File: src/rtl/fetch_unit.sv
// Instruction fetch stage: drives the memory address from the fetch PC, captures the
// combinational read data into a small queue and hands instructions to the decoder over a
// valid/ready handshake. Supports PC redirect and stops fetching after a HALT opcode.
module fetch_unit #(
    parameter int unsigned DEPTH    = 2,
    parameter logic [7:0]  RESET_PC = 8'h00,
    parameter logic [3:0]  HALT_OP  = 4'b0011
) (
    input  logic       clk_i,
    input  logic       rst_i,
    output logic [7:0] mem_addr_o,
    input  logic [7:0] mem_dout_i,
    input  logic       mem_grant_i,
    input  logic       redirect_i,
    input  logic [7:0] redirect_pc_i,
    output logic       instr_valid_o,
    output logic [7:0] instr_o,
    output logic [7:0] instr_pc_o,
    input  logic       instr_ready_i,
    output logic       halted_o
);

    localparam int unsigned PtrW = (DEPTH > 1) ? $clog2(DEPTH) : 1;
    localparam int unsigned CntW = $clog2(DEPTH + 1);

    typedef enum logic [0:0] {StFetch, StHalted} state_e;

    state_e              state_q, state_d;
    logic [7:0]          fetch_pc_q, fetch_pc_d;
    logic [PtrW-1:0]     rd_ptr_q, rd_ptr_d;
    logic [PtrW-1:0]     wr_ptr_q, wr_ptr_d;
    logic [CntW-1:0]     count_q, count_d;
    logic [7:0]          instr_mem_q [DEPTH];
    logic [7:0]          pc_mem_q    [DEPTH];

    logic full;
    logic push;
    logic pop;

    assign full          = (count_q == CntW'(DEPTH));
    assign instr_valid_o = (count_q != '0);
    assign pop           = instr_valid_o & instr_ready_i;
    // Pushing into a full queue is allowed when the head leaves in the same cycle.
    assign push          = (state_q == StFetch) & mem_grant_i & ~redirect_i & (~full | pop);

    assign mem_addr_o = fetch_pc_q;
    assign instr_o    = instr_mem_q[rd_ptr_q];
    assign instr_pc_o = pc_mem_q[rd_ptr_q];
    assign halted_o   = (state_q == StHalted);

    // Next-state logic: redirect overrides both push and pop and flushes the queue.
    always_comb begin
        state_d    = state_q;
        fetch_pc_d = fetch_pc_q;
        rd_ptr_d   = rd_ptr_q;
        wr_ptr_d   = wr_ptr_q;
        count_d    = count_q;
        if (redirect_i) begin
            state_d    = StFetch;
            fetch_pc_d = redirect_pc_i;
            rd_ptr_d   = '0;
            wr_ptr_d   = '0;
            count_d    = '0;
        end else begin
            if (push) begin
                fetch_pc_d = fetch_pc_q + 8'd1;
                wr_ptr_d   = wr_ptr_q + PtrW'(1);
                // The HALT word itself is enqueued; only later fetches stop.
                if (mem_dout_i[7:4] == HALT_OP) begin
                    state_d = StHalted;
                end
            end
            if (pop) begin
                rd_ptr_d = rd_ptr_q + PtrW'(1);
            end
            unique case ({push, pop})
                2'b10:   count_d = count_q + CntW'(1);
                2'b01:   count_d = count_q - CntW'(1);
                default: count_d = count_q;
            endcase
        end
    end

    // Control state register with synchronous reset.
    always_ff @(posedge clk_i) begin
        if (rst_i) begin
            state_q    <= StFetch;
            fetch_pc_q <= RESET_PC;
            rd_ptr_q   <= '0;
            wr_ptr_q   <= '0;
            count_q    <= '0;
        end else begin
            state_q    <= state_d;
            fetch_pc_q <= fetch_pc_d;
            rd_ptr_q   <= rd_ptr_d;
            wr_ptr_q   <= wr_ptr_d;
            count_q    <= count_d;
        end
    end

    // Queue storage; contents are only meaningful under count_q, so no reset is needed.
    always_ff @(posedge clk_i) begin
        if (push) begin
            instr_mem_q[wr_ptr_q] <= mem_dout_i;
            pc_mem_q[wr_ptr_q]    <= fetch_pc_q;
        end
    end

endmodule

File: config.mk
export PLATFORM = sky130hd
export DESIGN_NAME = fetch_unit
export DESIGN_NICKNAME = d
export VERILOG_FILES = /design/src/rtl/fetch_unit.sv
export SDC_FILE = /design/constraint.sdc
export NUM_CORES = 1
export LEC_CHECK = 0
export CORE_ASPECT_RATIO = 0.5
export CORE_MARGIN = 2
export CORE_UTILIZATION = 50
export CTS_CLUSTER_SIZE = 16
export DETAILED_ROUTE_END_ITERATION = 10
export PLACE_DENSITY = 0.83
export SYNTH_ARGS = -nofsm -noshare
export SYNTH_HDL_FRONTEND = slang
export SYNTH_SLANG_ARGS = --single-unit
File: constraint.sdc
create_clock -name clk_i -period 5.5 [get_ports clk_i]
set_input_delay 1.1 -clock clk_i [delete_from_list [all_inputs] [get_ports clk_i]]
set_output_delay 1.1 -clock clk_i [all_outputs]
set_load 0.1 [all_outputs]
==> run_summary.xml, run 1 <==
<?xml version="1.0" encoding="UTF-8"?>
<metrics>
  <group name="synth">
    <metric name="ys_async_sr_fraction" unit="">0</metric>
    <metric name="synth_enable_flop_cells" unit="">32</metric>
    <metric name="yosys.cell_types.count" unit="">38</metric>
    <metric name="synth.net_count" unit="">165</metric>
    <metric name="synth.yosys.seq_area_share" unit="">0.6467</metric>
    <metric name="yosysWarningCount" unit="">0</metric>
    <metric name="netlist_area" unit="µm²">1919</metric>
    <metric name="dominantRegCellSynth" unit="">sky130_fd_sc_hd__edfxtp_1</metric>
    <metric name="synth_area_leaders" unit="">sky130_fd_sc_hd__edfxtp_1 (50%), sky130_fd_sc_hd__dfxtp_1 (15%), sky130_fd_sc_hd__mux2_2 (9.4%), sky130_fd_sc_hd__nor2_1 (2.3%), sky130_fd_sc_hd__a311oi_1 (1.8%)</metric>
    <metric name="synthesis.area_per_instance" unit="µm²">13.52</metric>
    <metric name="number_of_instances_in_the_synthesized_netlist" unit="">142</metric>
    <metric name="ys_ff_latch" unit="">46</metric>
    <metric name="synth_largest_area_cell" unit="">sky130_fd_sc_hd__edfxtp_1</metric>
    <metric name="post-synth-top-area-fraction" unit="">0.5007</metric>
  </group>
  <group name="timing">
    <metric name="fmax" unit="GHz">0.2789</metric>
    <metric name="post-route-period-util" unit="">0.6520</metric>
    <metric name="final.setup_skew" unit="ns">0.002492</metric>
    <metric name="max-slew-margin-rel" unit="">0.3457</metric>
    <metric name="worst_pin_slew" unit="ns">0.9784</metric>
    <metric name="finalHoldViolations" unit="">0</metric>
    <metric name="slew_viol_final" unit="">0</metric>
    <metric name="setup_viol" unit="">0</metric>
    <metric name="setup_tns" unit="ns">0</metric>
    <metric name="rsz0062_at_grt" unit="">no</metric>
    <metric name="timing.final.crit_period" unit="ns">3.586</metric>
    <metric name="postLayoutSetupSlackWorst" unit="ns">1.914</metric>
  </group>
  <group name="clock_tree">
    <metric name="clock_tree.root_cell" unit="">sky130_fd_sc_hd__clkbuf_8</metric>
    <metric name="clock_sink_count" unit="">46</metric>
    <metric name="ctsHoldBuffers" unit="">0</metric>
    <metric name="ctsResizeCount" unit="">0</metric>
    <metric name="clock_tree_from_tritoncts" unit="">yes</metric>
    <metric name="clock_buffers_created_by_tritoncts" unit="">5</metric>
    <metric name="clk_latency" unit="ns">0.30</metric>
    <metric name="clk_transition_reported_paths" unit="ns">0.08</metric>
    <metric name="clock_tree.buffer_depth" unit="">2</metric>
    <metric name="cts_setup_buffers" unit="">0</metric>
    <metric name="cts.htree.levels" unit="">2</metric>
  </group>
  <group name="layout">
    <metric name="final_layout_size_suffix_gt1_frac" unit="">0.1563</metric>
    <metric name="fin_cells" unit="">243</metric>
    <metric name="syn2layout_area_growth" unit="%">32.66</metric>
    <metric name="fillCellCount" unit="">227</metric>
    <metric name="layout_nets" unit="">214</metric>
    <metric name="multi_input_area" unit="µm²">634.4</metric>
    <metric name="final-seq-area" unit="µm²">1241</metric>
    <metric name="antenna_cells_inserted" unit="">0</metric>
  </group>
  <group name="critical_path">
    <metric name="crit_end_element" unit="">primary output</metric>
    <metric name="critPathArrivalTime" unit="ns">2.49</metric>
    <metric name="crit_path_max_fanout" unit="">16</metric>
    <metric name="critPathKind" unit="">flop to primary output</metric>
    <metric name="worst-r2r-setup-slack" unit="ns">3.35</metric>
    <metric name="critical_path_required" unit="ns">4.40</metric>
    <metric name="startpoint_type" unit="">flop</metric>
  </group>
  <group name="min_path">
    <metric name="hold_class" unit="">flop to flop</metric>
  </group>
  <group name="die">
    <metric name="core-area" unit="µm²">3547</metric>
    <metric name="die-area" unit="µm²">4380</metric>
    <metric name="initial_core_util" unit="">0.5411</metric>
    <metric name="fp-row-count" unit="">15</metric>
    <metric name="fp.dieH" unit="µm">47.81</metric>
    <metric name="die_w" unit="µm">91.62</metric>
    <metric name="ioPinCount" unit="">47</metric>
  </group>
  <group name="placed_design">
    <metric name="gp_routability_congestion" unit="">0.8096</metric>
    <metric name="final_hpwl_dp" unit="mm">2.572</metric>
    <metric name="port_buffers" unit="">46</metric>
    <metric name="pre_cts_ws" unit="ns">2.223</metric>
    <metric name="numPlacedInstances" unit="">235</metric>
  </group>
  <group name="job">
    <metric name="max_cap_violations" unit="">0</metric>
  </group>
  <group name="global_routing">
    <metric name="global_route_wire_length_before_repair" unit="mm">5.609</metric>
    <metric name="grt_start_max_net_pins" unit="">18</metric>
    <metric name="met1_routing_resource_usage_after_global_routing" unit="">0.2134</metric>
    <metric name="globalRouteMet2Util" unit="">0.3191</metric>
    <metric name="gr-usage-met3" unit="">0.04252</metric>
    <metric name="first_global_vias" unit="">1208</metric>
    <metric name="grt_overflow" unit="">0</metric>
    <metric name="gr-max-usage-layer" unit="">met2</metric>
    <metric name="number_of_antenna_violations_at_the_first_check_in_global_routing" unit="">0</metric>
    <metric name="track_usage" unit="">0.1769</metric>
  </group>
  <group name="power_and_ir_drop">
    <metric name="power.leakage" unit="nW">0.8631</metric>
    <metric name="post-layout-total-power" unit="µW">795.2</metric>
    <metric name="power.ir.vdd_worst" unit="V">0.0001958</metric>
    <metric name="power_per_cell_area" unit="nW/µm²">312.3</metric>
  </group>
  <group name="status">
    <metric name="run_status" unit="">finished clean</metric>
  </group>
  <group name="route">
    <metric name="drtAntennaViolNets" unit="">0</metric>
    <metric name="wl_per_cell" unit="µm">15.26</metric>
    <metric name="detailedRoute.firstIterationViolations" unit="">60</metric>
    <metric name="wirelength" unit="mm">3.708</metric>
    <metric name="avgViaCountPerCell" unit="">5.469</metric>
    <metric name="drtPass1Iterations" unit="">4</metric>
    <metric name="detailroute.via_count" unit="">1329</metric>
    <metric name="detailed_route_drc_error_count" unit="">0</metric>
  </group>
</metrics>
-- through the flow --
stage,util,area (µm²),hold WS (ns)
finish,0.7178,2546,0.5105
global route,0.7178,2546,0.5292
CTS,0.7178,2546,0.5185
detailed placement,0.6861,2434,0.5084
global placement,0.6861,2434,0.4864
floorplan,-,1919,0.4714
-- per-layer routing --
layer	up-vias	part of all wire	wire, µm
met5	-	0	0
met1	640	0.44	1640
met2	46	0.50	1866
met4	0	0.0086	32
li1	638	-	-
met3	5	0.045	168
-- where the power goes --
group	internal, mW	leakage [nW]	total [mW]	switching [mW]
Combinational	0.0443	0.390	0.147	0.102
Clock	0.136	0.0585	0.253	0.117
Sequential	0.384	0.414	0.395	0.0118
Total	0.564	0.863	0.795	0.231
-- area by class of cell --
cell class,count,share of cell area
flip-flops and latches,46,0.4875
multi-input cells,85,0.2491
clock inverters,3,0.01720
well taps,51,0.02506
inverters,5,0.007371
repair buffers,48,0.1867
clock buffers,5,0.02703
-- sequential cells by signal, indices dropped and copies added (netlist names), named ones only --
signal	count
count_q	2
instr_mem_q	16
pc_mem_q	16
rd_ptr_q	1
wr_ptr_q	1
mem_addr_o	8
halted_o	1
-- cells in the final DEF, fill, tap and decap left out, drive strengths merged, types with 2 or more instances in the layout --
cell type / n
clkdlybuf4s50: 46
edfxtp: 32
mux2: 16
dfxtp: 14
nor2: 12
o21ai: 6
inv: 6
or3: 5
clkbuf: 5
or4: 4
a311oi: 4
a21oi: 4
o31ai: 3
nand2b: 2
or2: 2
nand3b: 2
nand2: 2
o31a: 2
xnor2: 2
ha: 2
buf: 2
nor3b: 2
-- cell families (layout without fill, tap and decap cells) --
group | after synthesis | in the layout | synth area share
adder cells (fa/ha/maj) | 2 | 2 | 0.01304
XOR/XNOR | 3 | 3 | 0.01369
AO/OA/AOI/OAI | 24 | 24 | 0.08671
AND/OR/NAND/NOR | 40 | 40 | 0.1232
flip-flops | 46 | 46 | 0.6467
buffers and inverters | 11 | 61 | 0.02282
multiplexers | 16 | 16 | 0.09387
-- path summary, 6_finish.rpt --
check,depth (start not counted),end,start
min,2,wr_ptr_q,wr_ptr_q
max,2,instr_pc_o[7],flop
min reg2reg,2,wr_ptr_q,wr_ptr_q
max reg2reg,5,count_q[1],count_q[1]
-- critical path, stage by stage (launching register included) --
cell and delay (ns):
sky130_fd_sc_hd__dfxtp_1 0.75, sky130_fd_sc_hd__mux2_2 0.30, sky130_fd_sc_hd__clkdlybuf4s50_1 1.13
-- Yosys cell counts, types with 3 or more instances --
library cell and number:
sky130_fd_sc_hd__o21ai_0 6, sky130_fd_sc_hd__edfxtp_1 32, sky130_fd_sc_hd__a21oi_1 4, sky130_fd_sc_hd__a311oi_1 4, sky130_fd_sc_hd__dfxtp_1 14, sky130_fd_sc_hd__or4_1 4
sky130_fd_sc_hd__mux2_2 16, sky130_fd_sc_hd__o31ai_1 3, sky130_fd_sc_hd__or3_1 5, sky130_fd_sc_hd__nor2_1 12, sky130_fd_sc_hd__inv_1 5, sky130_fd_sc_hd__clkbuf_1 3
Note: power is estimated with default switching activity, not from simulation.
==> run 2, diff against run 1 <==
--- a/config.mk
+++ b/config.mk
@@ -7,10 +7,10 @@
 export LEC_CHECK = 0
 export CORE_ASPECT_RATIO = 0.5
 export CORE_MARGIN = 2
-export CORE_UTILIZATION = 50
+export CORE_UTILIZATION = 48
 export CTS_CLUSTER_SIZE = 16
 export DETAILED_ROUTE_END_ITERATION = 10
-export PLACE_DENSITY = 0.83
+export PLACE_DENSITY = 0.8
 export SYNTH_ARGS = -nofsm -noshare
 export SYNTH_HDL_FRONTEND = slang
 export SYNTH_SLANG_ARGS = --single-unit
==> constraint.sdc (replaced) <==
create_clock -name clk_i -period 3.5 [get_ports clk_i]
set_input_delay 0.7 -clock clk_i [delete_from_list [all_inputs] [get_ports clk_i]]
set_output_delay 0.7 -clock clk_i [all_outputs]
set_load 0.1 [all_outputs]
==> run_summary.xml, run 2 (synthesized netlist as in run 1, its figures left out) <==
<?xml version="1.0" encoding="UTF-8"?>
<metrics>
  <group name="power_and_ir_drop">
    <metric name="clock_power_share" unit="">0.270</metric>
    <metric name="power_per_cell_area" unit="nW/µm²">469.0</metric>
    <metric name="power.leakage" unit="nW">0.8751</metric>
    <metric name="share_comb_of_total_power" unit="">0.194</metric>
    <metric name="power.ir.vdd_worst" unit="V">0.0001772</metric>
    <metric name="internal_power" unit="µW">808.4</metric>
    <metric name="switching_power_as_a_share_of_total_power" unit="">0.3017</metric>
    <metric name="sequentialPowerShare" unit="">0.536</metric>
    <metric name="switchingPower" unit="µW">349.3</metric>
  </group>
  <group name="global_routing">
    <metric name="first_global_vias" unit="">1187</metric>
    <metric name="number_of_antenna_violations_at_the_first_check_in_global_routing" unit="">0</metric>
    <metric name="global_route_wire_length_before_repair" unit="mm">5.285</metric>
    <metric name="track_usage" unit="">0.1518</metric>
    <metric name="grt_start_max_net_pins" unit="">18</metric>
    <metric name="grt_overflow" unit="">0</metric>
  </group>
  <group name="critical_path">
    <metric name="worst_r2r_path_depth" unit="">5</metric>
    <metric name="startpoint_of_the_lowest_slack_register_to_register_path" unit="">count_q[1]</metric>
    <metric name="critPathKind" unit="">input pin to flop</metric>
    <metric name="startpoint_type" unit="">input pin</metric>
    <metric name="critPathArrivalTime" unit="ns">2.84</metric>
    <metric name="worst-r2r-setup-slack" unit="ns">1.34</metric>
    <metric name="cp_common_cell" unit="">sky130_fd_sc_hd__or3_1</metric>
    <metric name="cp_cell_sequence" unit="">clkdlybuf4s50_1, nor3b_2, or3_1, ha_1, or3_1, a21oi_1</metric>
    <metric name="crit_end_element" unit="">flop</metric>
    <metric name="crit_path_max_fanout" unit="">17</metric>
    <metric name="cp_max_delay_cell" unit="">sky130_fd_sc_hd__nor3b_2</metric>
    <metric name="critical_path_required" unit="ns">3.72</metric>
    <metric name="critical-path-max-stage-delay" unit="ns">0.67</metric>
    <metric name="critical_path.startpoint" unit="">instr_ready_i</metric>
  </group>
  <group name="timing">
    <metric name="postLayoutSetupSlackWorst" unit="ns">0.8805</metric>
    <metric name="slew_viol_final" unit="">0</metric>
    <metric name="setup_tns" unit="ns">0</metric>
    <metric name="finalHoldViolations" unit="">0</metric>
    <metric name="timing.final.crit_period" unit="ns">2.620</metric>
    <metric name="fmax" unit="GHz">0.3817</metric>
    <metric name="final.setup_skew" unit="ns">0.006648</metric>
    <metric name="rsz0062_at_grt" unit="">no</metric>
    <metric name="worst_pin_slew" unit="ns">0.9876</metric>
    <metric name="post-route-period-util" unit="">0.7484</metric>
    <metric name="setup_viol" unit="">0</metric>
    <metric name="max-slew-margin-rel" unit="">0.3395</metric>
  </group>
  <group name="clock_tree">
    <metric name="clock_tree.root_cell" unit="">sky130_fd_sc_hd__clkbuf_8</metric>
    <metric name="clk_transition_reported_paths" unit="ns">0.08</metric>
    <metric name="clock_tree.buffer_depth" unit="">2</metric>
    <metric name="clock_buffers_created_by_tritoncts" unit="">5</metric>
    <metric name="clock_sink_count" unit="">46</metric>
    <metric name="cts.htree.levels" unit="">2</metric>
    <metric name="clk_latency" unit="ns">0.29</metric>
    <metric name="clock_tree_from_tritoncts" unit="">yes</metric>
    <metric name="ctsHoldBuffers" unit="">0</metric>
    <metric name="cts_setup_buffers" unit="">0</metric>
    <metric name="ctsResizeCount" unit="">0</metric>
  </group>
  <group name="route">
    <metric name="detailed_route_drc_error_count" unit="">0</metric>
    <metric name="wirelength" unit="mm">3.425</metric>
    <metric name="drtAntennaViolNets" unit="">0</metric>
    <metric name="avgViaCountPerCell" unit="">5.297</metric>
    <metric name="detailedRoute.firstIterationViolations" unit="">32</metric>
    <metric name="wl_per_cell" unit="µm">13.92</metric>
    <metric name="detailroute.via_count" unit="">1303</metric>
    <metric name="drtPass1Iterations" unit="">4</metric>
  </group>
  <group name="placed_design">
    <metric name="post_dp_cell_area" unit="µm²">2382</metric>
    <metric name="final_hpwl_dp" unit="mm">2.346</metric>
    <metric name="pre_cts_ws" unit="ns">0.6029</metric>
    <metric name="gp_routability_congestion" unit="">0.8141</metric>
    <metric name="port_buffers" unit="">46</metric>
  </group>
  <group name="status">
    <metric name="run_status" unit="">finished clean</metric>
  </group>
  <group name="layout">
    <metric name="final_standard_cell_area_without_fillers" unit="µm²">2469</metric>
    <metric name="layout.cells.most_common" unit="">sky130_fd_sc_hd__edfxtp_1</metric>
    <metric name="final_layout_size_suffix_gt1_frac" unit="">0.2656</metric>
    <metric name="finalCoreUtilization" unit="">0.6389</metric>
    <metric name="most_frequent_cells_in_the_layout" unit="">sky130_fd_sc_hd__edfxtp_1 (32), sky130_fd_sc_hd__clkdlybuf4s50_1 (24), sky130_fd_sc_hd__buf_4 (24)</metric>
    <metric name="syn2layout_area_growth" unit="%">28.62</metric>
    <metric name="layout_nets" unit="">214</metric>
    <metric name="antenna_cells_inserted" unit="">0</metric>
  </group>
  <group name="min_path">
    <metric name="min_path_cells" unit="">2</metric>
    <metric name="hold_class" unit="">flop to flop</metric>
    <metric name="hold_path.startpoint" unit="">wr_ptr_q</metric>
  </group>
  <group name="die">
    <metric name="initial_core_util" unit="">0.4968</metric>
    <metric name="core-area" unit="µm²">3864</metric>
    <metric name="fp-row-count" unit="">16</metric>
    <metric name="die_w" unit="µm">93.43</metric>
    <metric name="fp.dieH" unit="µm">48.72</metric>
    <metric name="die-area" unit="µm²">4551</metric>
    <metric name="ioPinCount" unit="">47</metric>
  </group>
  <group name="job">
    <metric name="max_cap_violations" unit="">0</metric>
  </group>
</metrics>
run 2: path summary, 6_finish.rpt:
| check | end |
|---|---|
| setup / recovery | count_q[1] |
| hold / removal | wr_ptr_q |
| setup reg to reg | count_q[1] |
| hold reg to reg | wr_ptr_q |
run 2: power groups by stage:
| stage | Sequential [mW] | Clock [mW] | Combinational (mW) |
|---|---|---|---|
| final | 0.620 | 0.313 | 0.225 |
| after global placement | 0.631 | 0 | 0.223 |
| after floorplan | 0.675 | 0 | 0.119 |
| after global routing | 0.623 | 0.335 | 0.233 |
| after detailed placement | 0.633 | 0 | 0.225 |
| after CTS | 0.620 | 0.318 | 0.225 |
run 2: worst max-delay path, delay by kind of cell:
family	cells	cell delay, ns
simple gates	3	1.27
buf+inv	1	0.45
fa+ha+maj	1	0.27
compound gates	1	0.16
run 2: layer usage:
layer | wire (µm) | global-route usage | vias to the layer above
met5 | 0 | 0 | -
met1 | 1537 | 0.1905 | 618
met2 | 1699 | 0.2554 | 38
met4 | 24 | 0.04412 | 0
met3 | 163 | 0.04673 | 4
li1 | - | - | 643
run 2: cell type report:
type,count,area (µm²)
Clock inverter,2,13.76
Inverter,5,18.77
Fill cell,303,1395
Multi-Input combinational cell,85,634.4
Clock buffer,6,72.57
Timing Repair Buffer,48,420.4
Tap cell,54,67.56
Sequential cell,46,1241
run 2: stage by stage:
stage | total power, mW | hold slack, ns | std cells
floorplan | 0.7936 | 0.4714 | 142
global placement | 0.8542 | 0.4900 | 238
detailed placement | 0.8576 | 0.5088 | 238
CTS | 1.164 | 0.5225 | 246
global route | 1.192 | 0.5468 | 246
finish | 1.158 | 0.5224 | 246
==> run 3, diff against run 2 <==
==> constraint.sdc (replaced) <==
create_clock -name clk_i -period 2.75 [get_ports clk_i]
set_input_delay 0.55 -clock clk_i [delete_from_list [all_inputs] [get_ports clk_i]]
set_output_delay 0.55 -clock clk_i [all_outputs]
set_load 0.1 [all_outputs]
==> run_summary.xml, run 3 (synthesized netlist as in run 1, its figures left out) <==
<?xml version="1.0" encoding="UTF-8"?>
<metrics>
  <group name="status">
    <metric name="run_status" unit="">finished clean</metric>
  </group>
  <group name="route">
    <metric name="detailed_route_drc_error_count" unit="">0</metric>
    <metric name="wl_per_cell" unit="µm">14.82</metric>
    <metric name="drtAntennaViolNets" unit="">0</metric>
    <metric name="wirelength" unit="mm">3.690</metric>
    <metric name="drtPass1Iterations" unit="">4</metric>
    <metric name="detailroute.via_count" unit="">1310</metric>
    <metric name="avgViaCountPerCell" unit="">5.261</metric>
    <metric name="detailedRoute.firstIterationViolations" unit="">39</metric>
  </group>
  <group name="global_routing">
    <metric name="gr-usage-met3" unit="">0.06542</metric>
    <metric name="first_global_vias" unit="">1259</metric>
    <metric name="met1_routing_resource_usage_after_global_routing" unit="">0.2048</metric>
    <metric name="grt_start_max_net_pins" unit="">17</metric>
    <metric name="grt_overflow" unit="">0</metric>
    <metric name="number_of_antenna_violations_at_the_first_check_in_global_routing" unit="">0</metric>
    <metric name="track_usage" unit="">0.1687</metric>
    <metric name="global_route_wire_length_before_repair" unit="mm">5.740</metric>
    <metric name="globalRouteMet2Util" unit="">0.2866</metric>
    <metric name="gr-max-usage-layer" unit="">met2</metric>
  </group>
  <group name="die">
    <metric name="initial_core_util" unit="">0.4968</metric>
    <metric name="fp-row-count" unit="">16</metric>
    <metric name="die-area" unit="µm²">4551</metric>
    <metric name="fp.dieH" unit="µm">48.72</metric>
    <metric name="core-area" unit="µm²">3864</metric>
    <metric name="ioPinCount" unit="">47</metric>
    <metric name="die_w" unit="µm">93.43</metric>
  </group>
  <group name="clock_tree">
    <metric name="cts_setup_buffers" unit="">0</metric>
    <metric name="cts.htree.levels" unit="">2</metric>
    <metric name="clock_tree_from_tritoncts" unit="">yes</metric>
    <metric name="clock_tree.root_cell" unit="">sky130_fd_sc_hd__clkbuf_8</metric>
    <metric name="clock_buffers_created_by_tritoncts" unit="">5</metric>
    <metric name="clock_sink_count" unit="">46</metric>
    <metric name="ctsResizeCount" unit="">0</metric>
    <metric name="clk_latency" unit="ns">0.30</metric>
    <metric name="clock_tree.buffer_depth" unit="">2</metric>
    <metric name="ctsHoldBuffers" unit="">0</metric>
    <metric name="clk_transition_reported_paths" unit="ns">0.09</metric>
  </group>
  <group name="power_and_ir_drop">
    <metric name="power.ir.vdd_worst" unit="V">0.0002661</metric>
    <metric name="power.leakage" unit="nW">0.9192</metric>
    <metric name="power_per_cell_area" unit="nW/µm²">627.1</metric>
  </group>
  <group name="timing">
    <metric name="rsz0062_at_grt" unit="">no</metric>
    <metric name="max-slew-margin-rel" unit="">0.7249</metric>
    <metric name="post-route-period-util" unit="">0.8091</metric>
    <metric name="slew_viol_final" unit="">0</metric>
    <metric name="finalHoldViolations" unit="">0</metric>
    <metric name="setup_viol" unit="">0</metric>
    <metric name="final.setup_skew" unit="ns">0.009554</metric>
    <metric name="timing.final.crit_period" unit="ns">2.225</metric>
    <metric name="fmax" unit="GHz">0.4494</metric>
    <metric name="setup_tns" unit="ns">0</metric>
    <metric name="worst_pin_slew" unit="ns">0.4071</metric>
  </group>
  <group name="job">
    <metric name="max_cap_violations" unit="">0</metric>
  </group>
  <group name="critical_path">
    <metric name="cp_common_cell" unit="">sky130_fd_sc_hd__or3_1</metric>
    <metric name="crit_path_max_fanout" unit="">6</metric>
    <metric name="critical_path_required" unit="ns">2.99</metric>
    <metric name="cp_cell_sequence" unit="">clkdlybuf4s50_1, nand2b_1, or3_1, ha_1, or3_1, a21oi_1</metric>
    <metric name="startpoint_type" unit="">input pin</metric>
    <metric name="cp_max_delay_cell" unit="">sky130_fd_sc_hd__clkdlybuf4s50_1</metric>
    <metric name="critical-path-max-stage-delay" unit="ns">0.52</metric>
    <metric name="worst-r2r-setup-slack" unit="ns">0.87</metric>
    <metric name="cp.buffers_inverters" unit="">1</metric>
    <metric name="critical-path-top-delay-family" unit="">simple AND/OR/NAND/NOR gates</metric>
    <metric name="crit_cells" unit="">6</metric>
    <metric name="critPathArrivalTime" unit="ns">2.46</metric>
    <metric name="worst_r2r_path_depth" unit="">5</metric>
    <metric name="crit_end_element" unit="">flop</metric>
    <metric name="critPathKind" unit="">input pin to flop</metric>
  </group>
  <group name="layout">
    <metric name="antenna_cells_inserted" unit="">0</metric>
    <metric name="layout.cells.most_common" unit="">sky130_fd_sc_hd__edfxtp_1</metric>
    <metric name="most_frequent_cells_in_the_layout" unit="">sky130_fd_sc_hd__edfxtp_1 (32), sky130_fd_sc_hd__buf_4 (29), sky130_fd_sc_hd__clkdlybuf4s50_1 (20)</metric>
    <metric name="layout_nets" unit="">217</metric>
    <metric name="syn2layout_area_growth" unit="%">31.94</metric>
    <metric name="finalCoreUtilization" unit="">0.6554</metric>
    <metric name="final_layout_size_suffix_gt1_frac" unit="">0.3026</metric>
  </group>
  <group name="placed_design">
    <metric name="gp_routability_congestion" unit="">0.7793</metric>
    <metric name="final_hpwl_dp" unit="mm">2.504</metric>
    <metric name="port_buffers" unit="">46</metric>
  </group>
  <group name="min_path">
    <metric name="min_path_cells" unit="">2</metric>
    <metric name="hold_class" unit="">flop to flop</metric>
  </group>
</metrics>
[run 3: changes by cell type in the layout (fill, tap and decap cells not counted)]
cell	previous run	this run
sky130_fd_sc_hd__inv_6	0	1
sky130_fd_sc_hd__buf_4	24	29
sky130_fd_sc_hd__bufinv_16	0	1
sky130_fd_sc_hd__clkinv_4	1	0
sky130_fd_sc_hd__clkbuf_1	1	0
sky130_fd_sc_hd__clkdlybuf4s50_1	24	20
sky130_fd_sc_hd__buf_12	0	2
[run 3: per-layer routing]
layer,part of all wire,routed length [µm],up-vias
li1,-,-,648
met1,0.43,1602,624
met2,0.51,1869,38
met3,0.059,218,0
met4,0,0,0
met5,0,0,-
[run 3: power breakdown]
group | switching, mW | leakage [nW] | internal (mW)
sequential | 0.0208 | 0.414 | 0.767
combinational | 0.207 | 0.447 | 0.0864
clock | 0.235 | 0.0585 | 0.272
[run 3: worst reg2reg max path: stages, from the launching register on]
cell,delay (ns)
sky130_fd_sc_hd__dfxtp_1,0.35
sky130_fd_sc_hd__nand2b_1,0.22
sky130_fd_sc_hd__or3_1,0.39
sky130_fd_sc_hd__ha_1,0.36
sky130_fd_sc_hd__or3_1,0.35
sky130_fd_sc_hd__a21oi_1,0.16
[run 3: cell type report]
| type | instances | area, µm² |
|---|---|---|
| clock buffers | 5 | 68.82 |
| clock inverters | 3 | 43.79 |
| fillers | 288 | 1331 |
| inverters | 5 | 18.77 |
| multi-input cells | 85 | 634.4 |
| flip-flops and latches | 46 | 1241 |
| well taps | 54 | 67.56 |
| repair buffers | 51 | 457.9 |
[run 3: final timing paths]
path               startpoint    endpoint
setup / recovery  mem_grant_i  count_q[1]
hold / removal       wr_ptr_q    wr_ptr_q
setup reg to reg     halted_o  count_q[1]
hold reg to reg      wr_ptr_q    wr_ptr_q
[run 3: through the flow]
step	cells	power, mW	instance area, µm²	setup WS [ns]	hold slack (ns)
floorplan	142	1.010	1919	0.3112	0.4714
global placement	241	1.092	2420	0.3110	0.4915
detailed placement	241	1.097	2420	0.2211	0.5063
CTS	249	1.597	2532	0.5212	0.5190
global route	249	1.637	2532	0.4500	0.5350
finish	249	1.588	2532	0.5250	0.5301
